--- src/rtl/alu_pkg.sv ---
// Shared types and constants for the ALU result stage.
// Op encodings, datapath width, buffered entry and fill-state types.
package alu_pkg;

  localparam int unsigned ALU_WIDTH = 8;

  localparam logic [1:0] OP_AND = 2'b00;
  localparam logic [1:0] OP_OR  = 2'b01;
  localparam logic [1:0] OP_XOR = 2'b10;
  localparam logic [1:0] OP_ADD = 2'b11;

  typedef struct packed {
    logic [ALU_WIDTH-1:0] data;
    logic                 z;
    logic                 n;
    logic                 c;
  } alu_entry_t;

  typedef enum logic [1:0] {
    StEmpty,
    StOne,
    StFull
  } fill_state_e;

endpackage

--- src/rtl/alu_result_stage_if.sv ---
// Upstream/downstream handshake bundle of the ALU result stage.
// The master side drives operands and consumer ready; the slave side is the stage.
interface alu_result_stage_if;
  import alu_pkg::*;

  logic                 in_valid;
  logic                 in_ready;
  logic [1:0]           op;
  logic [ALU_WIDTH-1:0] res_and;
  logic [ALU_WIDTH-1:0] res_or;
  logic [ALU_WIDTH-1:0] res_xor;
  logic [ALU_WIDTH-1:0] res_add;
  logic                 add_cout;
  logic                 out_valid;
  logic                 out_ready;
  logic [ALU_WIDTH-1:0] out_data;
  logic                 out_z;
  logic                 out_n;
  logic                 out_c;

  modport master (
    output in_valid, op, res_and, res_or, res_xor, res_add, add_cout, out_ready,
    input  in_ready, out_valid, out_data, out_z, out_n, out_c
  );

  modport slave (
    input  in_valid, op, res_and, res_or, res_xor, res_add, add_cout, out_ready,
    output in_ready, out_valid, out_data, out_z, out_n, out_c
  );

endinterface

--- src/rtl/alu_skid_buf.sv ---
// Two-entry valid/ready skid buffer for ALU result entries.
// Every output comes straight from a register; nothing depends combinationally on out_ready.
module alu_skid_buf
  import alu_pkg::*;
(
  input  logic       clk,
  input  logic       rst,
  input  logic       in_valid,
  output logic       in_ready,
  input  alu_entry_t in_entry,
  output logic       out_valid,
  input  logic       out_ready,
  output alu_entry_t out_entry
);

  fill_state_e state_q;
  alu_entry_t  head_q;
  alu_entry_t  tail_q;
  logic        out_valid_q;
  logic        in_ready_q;
  logic        push;
  logic        pop;

  // Ready is forced low while reset is asserted so nothing is offered during reset.
  assign in_ready  = in_ready_q & ~rst;
  assign out_valid = out_valid_q;
  assign out_entry = head_q;

  assign push = in_valid & in_ready;
  assign pop  = out_valid_q & out_ready;

  always_ff @(posedge clk) begin
    if (rst) begin
      state_q     <= StEmpty;
      head_q      <= '0;
      tail_q      <= '0;
      out_valid_q <= 1'b0;
      in_ready_q  <= 1'b1;
    end else begin
      unique case (state_q)
        StEmpty: begin
          if (push) begin
            head_q      <= in_entry;
            out_valid_q <= 1'b1;
            state_q     <= StOne;
          end
        end
        StOne: begin
          if (push && pop) begin
            head_q <= in_entry;
          end else if (push) begin
            tail_q     <= in_entry;
            in_ready_q <= 1'b0;
            state_q    <= StFull;
          end else if (pop) begin
            out_valid_q <= 1'b0;
            state_q     <= StEmpty;
          end
        end
        StFull: begin
          if (pop) begin
            head_q     <= tail_q;
            in_ready_q <= 1'b1;
            state_q    <= StOne;
          end
        end
        default: begin
          state_q     <= StEmpty;
          out_valid_q <= 1'b0;
          in_ready_q  <= 1'b1;
        end
      endcase
    end
  end

endmodule

--- src/rtl/alu_result_stage.sv ---
// Registered output stage of the 8-bit ALU: op select, Z/N/C flag derivation,
// and a two-entry skid buffer toward the consumer.
module alu_result_stage
  import alu_pkg::*;
(
  input logic               clk,
  input logic               rst,
  alu_result_stage_if.slave bus
);

  logic [ALU_WIDTH-1:0] sel_data;
  alu_entry_t           in_entry;
  alu_entry_t           out_entry;

  always_comb begin
    sel_data = '0;
    unique case (bus.op)
      OP_AND:  sel_data = bus.res_and;
      OP_OR:   sel_data = bus.res_or;
      OP_XOR:  sel_data = bus.res_xor;
      OP_ADD:  sel_data = bus.res_add;
      default: sel_data = '0;
    endcase
  end

  always_comb begin
    in_entry      = '0;
    in_entry.data = sel_data;
    in_entry.z    = ~|sel_data;
    in_entry.n    = sel_data[ALU_WIDTH-1];
    in_entry.c    = (bus.op == OP_ADD) & bus.add_cout;
  end

  alu_skid_buf u_skid_buf (
    .clk       (clk),
    .rst       (rst),
    .in_valid  (bus.in_valid),
    .in_ready  (bus.in_ready),
    .in_entry  (in_entry),
    .out_valid (bus.out_valid),
    .out_ready (bus.out_ready),
    .out_entry (out_entry)
  );

  assign bus.out_data = out_entry.data;
  assign bus.out_z    = out_entry.z;
  assign bus.out_n    = out_entry.n;
  assign bus.out_c    = out_entry.c;

endmodule

--- src/flat_wrapper.sv ---
// flat-port wrapper written by rule: the top's interface ports become plain ports
module alu_result_stage_flat import alu_pkg::*;
  (clk, rst, bus_in_valid, bus_op, bus_res_and, bus_res_or, bus_res_xor, bus_res_add, bus_add_cout, bus_out_ready, bus_in_ready, bus_out_valid, bus_out_data, bus_out_z, bus_out_n, bus_out_c);
  alu_result_stage_if bus_i ();
  input logic clk;
  input logic rst;
  input wire logic [$bits(bus_i.in_valid)-1:0] bus_in_valid;
  input wire logic [$bits(bus_i.op)-1:0] bus_op;
  input wire logic [$bits(bus_i.res_and)-1:0] bus_res_and;
  input wire logic [$bits(bus_i.res_or)-1:0] bus_res_or;
  input wire logic [$bits(bus_i.res_xor)-1:0] bus_res_xor;
  input wire logic [$bits(bus_i.res_add)-1:0] bus_res_add;
  input wire logic [$bits(bus_i.add_cout)-1:0] bus_add_cout;
  input wire logic [$bits(bus_i.out_ready)-1:0] bus_out_ready;
  output wire logic [$bits(bus_i.in_ready)-1:0] bus_in_ready;
  output wire logic [$bits(bus_i.out_valid)-1:0] bus_out_valid;
  output wire logic [$bits(bus_i.out_data)-1:0] bus_out_data;
  output wire logic [$bits(bus_i.out_z)-1:0] bus_out_z;
  output wire logic [$bits(bus_i.out_n)-1:0] bus_out_n;
  output wire logic [$bits(bus_i.out_c)-1:0] bus_out_c;
  assign bus_i.in_valid = bus_in_valid;
  assign bus_i.op = bus_op;
  assign bus_i.res_and = bus_res_and;
  assign bus_i.res_or = bus_res_or;
  assign bus_i.res_xor = bus_res_xor;
  assign bus_i.res_add = bus_res_add;
  assign bus_i.add_cout = bus_add_cout;
  assign bus_i.out_ready = bus_out_ready;
  assign bus_in_ready = bus_i.in_ready;
  assign bus_out_valid = bus_i.out_valid;
  assign bus_out_data = bus_i.out_data;
  assign bus_out_z = bus_i.out_z;
  assign bus_out_n = bus_i.out_n;
  assign bus_out_c = bus_i.out_c;
  alu_result_stage u_core (.clk(clk), .rst(rst), .bus(bus_i));
endmodule
--- config.mk ---
export PLATFORM = sky130hd
export DESIGN_NAME = alu_result_stage_flat
export DESIGN_NICKNAME = d
export VERILOG_FILES = /design/src/rtl/alu_pkg.sv /design/src/rtl/alu_result_stage_if.sv /design/src/rtl/alu_skid_buf.sv /design/src/rtl/alu_result_stage.sv /design/src/flat_wrapper.sv
export SDC_FILE = /design/constraint.sdc
export NUM_CORES = 1
export LEC_CHECK = 0
export BUFFER_PORTS_ARGS = -buffer_cell sky130_fd_sc_hd__buf_2
export CAP_MARGIN = 0
export CORE_MARGIN = 2
export CORE_UTILIZATION = 30
export DETAILED_ROUTE_END_ITERATION = 6
export PLACE_DENSITY_LB_ADDON = 0.08
export SYNTH_ARGS = -nofsm -noshare
export SYNTH_HDL_FRONTEND = slang
export SYNTH_SLANG_ARGS = --single-unit
export TNS_END_PERCENT = 10
--- constraint.sdc ---
create_clock -name clk -period 3.7 [get_ports clk]
set_input_delay 0.37 -clock clk [delete_from_list [all_inputs] [get_ports clk]]
set_output_delay 0.37 -clock clk [all_outputs]
set_load 0.03 [all_outputs]
### Yosys cells after proc, flatten, opt, wreduce, memory -nomap -nowiden

Index checks and enable logic that the tools add are counted.

* flip-flop bits (word level): 26
* logic and storage cells: 63
* input bits: 39

* mux-type cells: 20
* bitwise operators: 8
* equality and inequality tests: 13
* reduce and logical (&&, ||, !) cells: 11

Operators by type and width (count)
* 2-to-1 mux 11 bit: 3
* one-hot mux 11 bit (3 select lines): 1
* one-hot mux 8 bit (4 select lines): 1
* != test 2 bit, second input constant: 7
* AND reduction 4 bit: 3
* 2-to-1 mux 2 bit: 5
* OR reduction 8 bit: 1
* 2-to-1 mux 1 bit: 7
* equality test 2 bit, second input constant: 3
* one-hot mux 1 bit (3 select lines): 2
* one-hot mux 2 bit (3 select lines): 1
* AND reduction 5 bit: 1
* bitwise AND 1 bit: 4
* equality test 2 x 1 -> 1 bit, second input constant: 2
* logical NOT 2 bit: 2
* NOT 1 bit: 4
* != test 3 bit, second input constant: 1
* AND reduction 3 bit: 1
* nonzero test 3 bit: 1
* logical AND 1 bit: 1
* logical NOT 1 bit: 1

### Depth between registers and ports, before layout

* word-level depth: 6
* gate-level depth with buffers: 6
* depth with buffers taken out: 4

### Hierarchy

From an unflattened synthesis, not the netlist that was laid out.

* cells, all modules: 142
* area, all modules: 1500.2 um^2

By module, submodules not included
* alu_skid_buf: cells an instance 128, seq. area each 520.5 um^2, instances 1, area an instance 1271.2 um^2
* alu_result_stage: cells an instance 14, seq. area each 0.0 um^2, instances 1, area an instance 229.0 um^2

### Worst setup path before layout

OpenSTA, ideal clock, no wires.

* path type: in2reg
* start: input bus_op[0]
* end: register u_core.u_skid_buf.tail_q[2] (netlist bit)
* stages: 5
* arrival: 1.595 ns
* setup time: 0.067 ns
* data required time: 3.633 ns
* buffers on the path: 1
* path slack: 2.037 ns
* cells stage by stage: buf_6 > mux4_2 > nor4_4 > nand3_1 > a21oi_2

* word-level cells in the longest chain between the ends: 4
* elaborated cells on any way between the ends: 7
* classes of those cells: eq/ne: 3; mux: 1; reduce/logical: 3

RTL lines
* start, declared: line flat_wrapper.sv:8 `input wire logic [$bits(bus_i.op)-1:0] bus_op;`
* equality test 2 bit (tied with other cells): line alu_result_stage.sv:17 `unique case (bus.op)`
* one-hot mux 8 bit (4 select lines) (*): line alu_result_stage.sv:17
* OR reduction 8 bit (*): line alu_result_stage.sv:29 `in_entry.z = ~|sel_data;`
* logical NOT 1 bit (*): line alu_result_stage.sv:29
* end signal, assigned: line alu_skid_buf.sv:52 `tail_q <= in_entry;`
* end, declared: line alu_skid_buf.sv:18 `alu_entry_t tail_q;`

Mark *: on every way between the ends. The rest lies on a longest branch, timed or not.
A chain may end at the register's enable or synchronous reset.

### Final worst setup path

* start: input rst
* end: register u_core.u_skid_buf.head_q, in the netlist u_core.u_skid_buf.out_entry[4]

* word-level cells in the longest chain between the ends: 6
* elaborated cells on any way between the ends: 7
* classes of those cells: eq/ne: 2; bitwise: 3; reduce/logical: 2

RTL lines
* start, declared: line flat_wrapper.sv:6 `input logic rst;`
* NOT 1 bit: line alu_skid_buf.sv:25 `assign in_ready = in_ready_q & ~rst;`
* bitwise AND 1 bit: line alu_skid_buf.sv:25
* bitwise AND 1 bit: line alu_skid_buf.sv:29 `assign push = in_valid & in_ready;`
* logical AND 1 bit: line alu_skid_buf.sv:49 `if (push && pop) begin`
* != test 2 bit (no line)
* AND reduction 4 bit (no line)
* end signal, assigned: line alu_skid_buf.sv:43 `head_q <= in_entry;`
* end signal, assigned: line alu_skid_buf.sv:50 `head_q <= in_entry;`
* end signal, assigned: line alu_skid_buf.sv:62 `head_q <= tail_q;`
* end, declared: line alu_skid_buf.sv:17 `alu_entry_t head_q;`

Several ways; a longest one is shown, not always the timed one.

==> out/results.ini <==
[run_status]
status = completed

[drt]
antenna_left = 0
drt_iter0_markers = 66
dr.pass1.iters = 4
vias = 1136
drc_errors = 0
via_per_inst = 5.07
wl_per_cell_um = 13.3
drt-total-wl_mm = 2.99

[sta]
timing.final.crit_share_pct = 54.0
tightest_slew_ns = 0.762
rsz0062_at_grt = false
fin_hold_ws_ns = 0.357
setup_violations = 0
setup_tns_ns = 0
fmax_ghz = 0.500
finalWorstSetupSlack_ns = 1.70
period_needed_ns = 2.00
skew_ns = 0.00441
drv_slew = 0
hold_viol = 0
maxSlewHeadroom_pct = 49.2

[clock_tree]
insertion_delay_ns = 0.27
hold_buffers = 0
post-cts-setup-buffers = 0
cts_resized = 0
cts_buffers = 3
cts_sinks = 24
clock_path_buffers = 2
cts_tree = yes
clkTransAtPathRegs_ns = 0.09
htree_levels = 1
cts-root-buf = clkbuf_8

[logic_synthesis]
yosys-top-cells-count = 24 x dfxtp_1, 16 x mux2i_1, 11 x nor3_1
ys.flop_type = dfxtp_1
synth_area_leaders = dfxtp_1 36%, mux2i_1 12%, mux4_2 12%
syn_area_sq_um = 1340
synth_top_area_share_pct = 35.9
yosysSeqAreaShare_pct = 35.9
synth.most_common_cell = dfxtp_1
syn_nets = 168
ys_types = 33
ys_ff_latch = 24
synth-edff-count = 0
syn_inst = 129
synth_async_sr_flop_share_pct = 0
synth.avg_cell_area_sq_um = 10.4
netlist.top_cell.by_area = dfxtp_1
yosys_warnings = 0

[min_path]
hp-start = bus_out_ready
hold_path_end = u_core.u_skid_buf.state_q[1]$_SDFFE_PP0P_
hold_path_depth = 2
min_path_type = in2reg

[finish]
syn_to_final_growth_pct = 24.6
final_util_pct = 38.6
fillers = 469
fin_nets = 212
seq_area_sq_um = 480
multiInputGateArea_sq_um = 796
layout-drive-gt1-share_pct = 39.5
diodes = 0

[critical_path]
rrSetupSlack_ns = 1.75
r2r.worst_path.cells = 4
crit_start = rst
cp.arrival_ns = 2.13
critPathMaxFanout = 27
worstPathRequired_ns = 3.84
crit_type = in2reg
worst_setup_path_end_kind = flip-flop
start_kind = primary input
rr_endpoint = u_core.u_skid_buf.out_entry[4]$_SDFFE_PP0P_
rr_startpoint = u_core.u_skid_buf.state_q[1]$_SDFFE_PP0P_

[job]
drv_cap = 0

[pwr]
p_leak_nw = 0.735
power-per-cell-area_nw_per_um2 = 410
ir_worst_vdd_mv = 0.207
report.power.total_mw = 0.684

[die]
fp.dieH_um = 70.8
initial_core_util_pct = 31.0
ios = 52
row_count = 24
die_w_um = 70.8
dieArea_sq_um = 5010
core-area_sq_um = 4320

[grt]
gr-total-overflow = 0
grt_max_degree = 28
track_usage_pct = 12.5
grt_pass1_vias = 1060
grt_pass1_wl_mm = 5.03
antenna_found_initial = 0

[placement]
place.gp.congestion = 0.707
place_ws_ns = 1.39
hpwl_mm = 2.34
port_buffers = 51

## through the flow
step	instance area [sq um]	instances
3_5_place_dp	1600	220
3_3_place_gp	1600	220
5_1_grt	1670	224
2_1_floorplan	1340	129
4_1_cts	1670	224
6_report	1670	224
## sequential cells by signal (all words and copies together), names as in the netlist
signal / cells
u_core.u_skid_buf.out_valid: 1
u_core.u_skid_buf.in_ready_q: 1
u_core.u_skid_buf.out_entry: 10
u_core.u_skid_buf.tail_q: 10
u_core.u_skid_buf.state_q: 2
## layout by cell type, fill, tap and decap left out, types with 2 or more instances in the layout
cell type / n
o21bai_1: 2
clkbuf_8: 3
dfxtp_1: 24
nor2_1: 9
mux4_2: 7
nor3_1: 11
mux2i_1: 16
nor4_4: 2
nand2_1: 8
a211oi_1: 9
buf_2: 51
nand3_1: 4
nand2b_1: 2
a21oi_1: 6
## worst max-delay path, stage by stage
cell and delay [ns]:
buf_2 0.26, nand4bb_1 0.34, a21oi_1 0.65, or2_1 0.38, a211oi_1 0.12
## how the worst max path moves through the flow
stage	endpoint	slack (ns)	cells after the start
6_report	u_core.u_skid_buf.out_entry[4]$_SDFFE_PP0P_	1.70	5
5_1_grt	u_core.u_skid_buf.out_entry[8]$_SDFFE_PP0P_	1.49	5
4_1_cts	u_core.u_skid_buf.out_entry[4]$_SDFFE_PP0P_	1.67	5
3_5_place_dp	u_core.u_skid_buf.out_entry[4]$_SDFFE_PP0P_	1.39	5
3_3_place_gp	u_core.u_skid_buf.out_entry[4]$_SDFFE_PP0P_	1.50	5
2_1_floorplan	u_core.u_skid_buf.tail_q[2]$_SDFFE_PP0P_	2.04	5
## area by class of cell
type	instances	share of cell area, %
clock buffer	3	2.48
multi-input combinational	93	47.7
sequential	24	28.8
clock inverter	1	1.80
tap	52	3.90
timing repair buffer	51	15.3
## report_power, final
group | internal [mW] | leakage (nW) | total [mW] | switching [mW]
Sequential | 0.276 | 0.196 | 0.290 | 0.0145
Combinational | 0.0707 | 0.503 | 0.165 | 0.0938
Clock | 0.145 | 0.0357 | 0.229 | 0.0845
## logic make-up after synthesis
family                 Yosys count  synth area share (%)
AOI/OAI and AO/OA               23                  12.7
buffers and inverters           12                  4.67
DFF                             24                  35.9
muxes                           24                  25.7
and+or+nand+nor                 46                  21.0
## routing by layer
layer / vias to the layer above / GRT usage [%] / wire [um]
li1: 573 / - / -
met1: 505 / 18.7 / 1530
met2: 54 / 17.7 / 1190
met3: 4 / 2.42 / 218
met4: 0 / 5.03 / 45
met5: - / 0 / 0
Note: power is estimated with default switching activity, not from simulation.
